### src/rtl/toggle_bank_arbiter_if.sv
// rtl/toggle_bank_arbiter_if.sv - requester handshake bundle for the toggle bank arbiter
interface toggle_bank_arbiter_if #(
    parameter int NREQ = 4,
    parameter int W    = 8
);
    localparam int IW = $clog2(NREQ);

    logic [NREQ-1:0]   req_valid;
    logic [NREQ*W-1:0] req_mask;
    logic [NREQ-1:0]   req_ready;
    logic              grant_valid;
    logic [IW-1:0]     grant_id;

    modport master (
        output req_valid,
        output req_mask,
        input  req_ready,
        input  grant_valid,
        input  grant_id
    );

    modport slave (
        input  req_valid,
        input  req_mask,
        output req_ready,
        output grant_valid,
        output grant_id
    );
endinterface

### src/rtl/toggle_bank_arbiter.sv
// rtl/toggle_bank_arbiter.sv - round-robin arbiter sharing one toggle flip-flop bank
module toggle_bank_arbiter #(
    parameter int NREQ = 4,
    parameter int W    = 8
) (
    input  logic                  clk,
    input  logic                  rst,
    input  logic                  freeze,
    toggle_bank_arbiter_if.slave  bus,
    output logic [W-1:0]          q,
    output logic [15:0]           toggle_count
);
    localparam int IW = $clog2(NREQ);

    logic [IW-1:0]   rr_ptr;
    logic [IW-1:0]   winner;
    logic            found;
    logic            grant;
    logic [NREQ-1:0] ready;
    logic [W-1:0]    sel_mask;

    // Scan from rr_ptr upward with wrap; first valid requester wins.
    always_comb begin
        winner = '0;
        found  = 1'b0;
        for (int k = 0; k < NREQ; k++) begin
            int idx;
            idx = int'(rr_ptr) + k;
            if (idx >= NREQ) idx = idx - NREQ;
            if (!found && bus.req_valid[idx]) begin
                found  = 1'b1;
                winner = IW'(idx);
            end
        end
    end

    assign grant = found && !freeze;

    always_comb begin
        ready = '0;
        if (grant) ready[winner] = 1'b1;
    end

    assign sel_mask        = bus.req_mask[int'(winner)*W +: W];
    assign bus.req_ready   = ready;
    assign bus.grant_valid = grant;
    assign bus.grant_id    = grant ? winner : '0;

    always_ff @(posedge clk or posedge rst) begin
        if (rst) begin
            rr_ptr       <= '0;
            q            <= '0;
            toggle_count <= '0;
        end else if (grant) begin
            q      <= q ^ sel_mask;
            rr_ptr <= (winner == IW'(NREQ - 1)) ? '0 : winner + 1'b1;
            if (toggle_count != 16'hFFFF) toggle_count <= toggle_count + 16'd1;
        end
    end
endmodule

### src/flat_wrapper.sv
// flat-port wrapper written by rule: the top's interface ports become plain ports
module toggle_bank_arbiter_flat 
#(
    parameter int NREQ = 4,
    parameter int W    = 8
)
  (clk, rst, freeze, q, toggle_count, bus_req_valid, bus_req_mask, bus_req_ready, bus_grant_valid, bus_grant_id);
  toggle_bank_arbiter_if #(.NREQ(NREQ), .W(W)) bus_i ();
  input  logic clk;
  input  logic rst;
  input  logic freeze;
  output logic [W-1:0] q;
  output logic [15:0] toggle_count;
  input wire logic [$bits(bus_i.req_valid)-1:0] bus_req_valid;
  input wire logic [$bits(bus_i.req_mask)-1:0] bus_req_mask;
  output wire logic [$bits(bus_i.req_ready)-1:0] bus_req_ready;
  output wire logic [$bits(bus_i.grant_valid)-1:0] bus_grant_valid;
  output wire logic [$bits(bus_i.grant_id)-1:0] bus_grant_id;
  assign bus_i.req_valid = bus_req_valid;
  assign bus_i.req_mask = bus_req_mask;
  assign bus_req_ready = bus_i.req_ready;
  assign bus_grant_valid = bus_i.grant_valid;
  assign bus_grant_id = bus_i.grant_id;
  toggle_bank_arbiter #(.NREQ(NREQ), .W(W)) u_core (.clk(clk), .rst(rst), .freeze(freeze), .bus(bus_i), .q(q), .toggle_count(toggle_count));
endmodule
### config.mk
export PLATFORM = sky130hd
export DESIGN_NAME = toggle_bank_arbiter_flat
export DESIGN_NICKNAME = d
export VERILOG_FILES = /design/src/rtl/toggle_bank_arbiter_if.sv /design/src/rtl/toggle_bank_arbiter.sv /design/src/flat_wrapper.sv
export SDC_FILE = /design/constraint.sdc
export NUM_CORES = 1
export LEC_CHECK = 0
export CELL_PAD_IN_SITES_DETAIL_PLACEMENT = 1
export CELL_PAD_IN_SITES_GLOBAL_PLACEMENT = 2
export CORE_AREA = 2 2 85 87
export DETAILED_ROUTE_END_ITERATION = 8
export DIE_AREA = 0 0 87 89
export PLACE_DENSITY_LB_ADDON = 0.1
export SLEW_MARGIN = 20
export SYNTH_ARGS = -nofsm -noshare
export SYNTH_HDL_FRONTEND = slang
export SYNTH_SLANG_ARGS = --single-unit
export TNS_END_PERCENT = 100
### constraint.sdc
create_clock -name clk -period 2.05 [get_ports clk]
set_input_delay 0.41 -clock clk [delete_from_list [all_inputs] [get_ports clk]]
set_output_delay 0.41 -clock clk [all_outputs]
set_load 0.01 [all_outputs]
==> flow_summary_export.csv <==
group,metric,value,unit
clock_network,cts-root-buf,"clkbuf_8",
timing,worst_pin_slew,425,ps
global_route,grt_usage,11.9,%
timing,hold_viol,0,
yosys,avgSynthCellArea,10.5,sq um
clock_network,clock_latency,270,ps
timing,tns,-580,ps
yosys,ys_types,33,
worst_setup_path,path_max_fanout,4,
final_layout,diodes,0,
timing,maxSlewHeadroom,71.5,%
yosys,netlist_area,0.00153,sq mm
die,die_h,89,um
hold_path,hold_class,"register to register",
placement,dpl_cell_area,0.00239,sq mm
power,p_switching,0.882,mW
timing,setup_violations,5,
die,die_area,0.00774,sq mm
global_route,antenna_found_initial,0,
die,start_util,22.8,%
yosys,async_reset_ff_share,100,%
global_route,grt_pass1_wl,7240,um
worst_setup_path,cp-end-kind,"output port",
worst_setup_path,reg2reg_from,"u_core.rr_ptr[1]",
power,power.share.combinational,50.3,%
global_route,grt_max_degree,27,
worst_setup_path,reg2reg_depth,11,
clock_network,cts_hold_buf,0,
power,power_density,988,mW/mm^2
timing,slew_viol_final,0,
global_route,grt_pass1_vias,1511,
hold_path,hold_depth,1,
drt,drc_errors,0,
timing,rsz0062_at_grt,"true",
worst_setup_path,r2r_end,"u_core.q[7]",
run_status,failed_checks,"setup timing",
drt,wl_per_cell,14.0,um
final_layout,utilization,39.2,%
global_route,grt_overflow,0,
placement,post-place-ws,-741,ps
placement,port_buffers,69,
yosys,synth_enable_flop_cells,0,
drt,post_drt_via_cell_ratio,4.45,
worst_setup_path,crit_type,"register to output port",
worst_setup_path,start_kind,"register",
final_layout,mostFrequentLayoutCells,"clkdlybuf4s50_1 (58), dfrtp_1 (24), buf_4 (16), mux2i_1 (13), xnor2_1 (11)",
drt,postRouteAntennaNets,0,
worst_setup_path,arrival,1800,ps
final_layout,postLayoutCellArea,0.00263,sq mm
clock_network,numClockSinks,26,
flow_run,drv_cap,0,
clock_network,htreeDepth,1,
drt,vias,1405,
final_layout,final_common_cell,"clkdlybuf4s50_1",
yosys,syn_inst,145,
final_layout,layout-drive-gt1-share,27.1,%
yosys,ys_warn_count,0,
timing,max_freq,453,MHz
worst_setup_path,r2r_setup_slack,90,ps
die,core_region_area,0.00672,sq mm
timing,fin_crit_sh,108,%
yosys,ys_seq_elements,26,
placement,routabilityCongestion,0.734,
die,die-width,87,um
yosys,synth_seq_area_share,42.6,%
clock_network,clk_pin_slew_worst_paths,100,ps
power,seqPwrFrac,32.8,%
power,p_int,1.72,mW
drt,firstDrtPassIters,4,
yosys,synthesis.nets,189,
timing,fin_ws,-155,ps
hold_path,min_from,"u_core.q[7]",
final_layout,areaGrowthSynthToFinish,72.3,%
power,vdd_ir_drop_max,0.358,mV
placement,dpl.cell_count,303,
hold_path,worstHoldEndpoint,"u_core.q[7]",
clock_network,cts_buffers,3,
power,power.share.clock,16.8,%
timing,fin_worst_skew,2.42,ps
clock_network,cts_tree,"yes",
power,p_leak,1.15,nW
die,rows,30,
timing,fin_crit,2210,ps
run_status,status,"finished, violations left",
worst_setup_path,worst_ep_required_time,1640,ps
die,pin_count,70,
drt,finalWirelength,4430,um
yosys,synth_top_flop_cell,"dfrtp_1",
final_layout,final_nets,281,
power,switching_share,33.9,%
drt,drt-initial-drc-count,26,
placement,dp_hpwl,3380,um
final_layout,final_cells,316,
clock_network,cts_buffer_depth,2,
## power groups by stage
stage          clock network, mW  logic (mW)  registers, mW
6_report                   0.437        1.31          0.854
5_1_grt                    0.486        1.43          0.885
4_1_cts                    0.455        1.25          0.854
3_5_place_dp                   0        1.12          0.858
3_3_place_gp                   0        1.10          0.850
2_1_floorplan                  0       0.487          0.899
## area by class of cell
class	instances	area, sq um
fillers	745	4090
multi-input cells	106	895
repair buffers	92	882
flip-flops and latches	26	653
well taps	80	100
clock buffers	3	41.3
inverters	8	32.5
clock inverters	1	30.0
## worst max-delay path: stages (launching register included)
cell,delay (ps)
dfrtp_2,450
nor2b_4,140
o21ai_2,130
o211ai_1,110
buf_4,170
buf_6,110
or2_4,240
inv_2,70
buf_6,90
## layer usage
layer | up-vias | global-route usage, % | share of wire [%]
li1 | 691 | - | -
met1 | 662 | 14.1 | 41
met2 | 50 | 21.2 | 52
met3 | 2 | 3.05 | 6.2
met4 | 0 | 3.41 | 0.66
met5 | - | 0 | 0
## metrics by stage
step	hold slack, ps	power (mW)
global placement	456	1.95
detailed placement	458	1.98
global route	500	2.80
CTS	480	2.56
finish	476	2.60
floorplan	450	1.39
## worst max-delay path by stage
stage | to | startpoint
2_1_floorplan | bus_req_ready[2] | u_core.rr_ptr[1]
3_3_place_gp | bus_req_ready[3] | bus_req_valid[2]
3_5_place_dp | bus_req_ready[3] | bus_req_valid[3]
4_1_cts | bus_grant_id[0] | u_core.rr_ptr[1]
5_1_grt | bus_grant_id[0] | u_core.rr_ptr[1]
6_report | bus_grant_id[0] | u_core.rr_ptr[1]
## state kept, by name, summed over array words and instances, names as in the netlist
name	count
u_core.q	8
u_core.rr_ptr	2
u_core.toggle_count	16
## cell families (layout without fill, tap and decap cells)
| group | count (synthesis) | in the layout | share of synthesized area, % |
|---|---|---|---|
| AOI/OAI and AO/OA | 16 | 16 | 7.77 |
| xor gates and xnor gates | 21 | 21 | 12.0 |
| adders and majority gates | 5 | 5 | 4.09 |
| buffers and inverters | 13 | 104 | 5.24 |
| DFF | 26 | 26 | 42.6 |
| muxes | 17 | 17 | 11.2 |
| and+or+nand+nor | 47 | 47 | 17.1 |
## cells in the mapped netlist (2+ instances only)
cell type,instances,area [sq um]
dfrtp_1,26,651
mux2i_1,16,160
xnor2_1,11,96.3
nand3_1,10,50.1
xor2_1,10,87.6
o22ai_1,8,50.1
inv_1,7,26.3
nand4_1,7,43.8
nor2_1,7,26.3
ha_1,5,62.6
nand2_1,5,18.8
and2_1,4,25.0
buf_6,4,45.0
and3_1,3,18.8
nand3b_1,2,15.0
nor3_1,2,10.0
or2_1,2,12.5
## timing repair
action | CTS | global route
endpoints found under the setup margin | 15 | 15
pin swaps | 8 | 6
setup buffers | 7 | 2
resized for setup | 59 | 20
(Power assumes the default switching activity.)
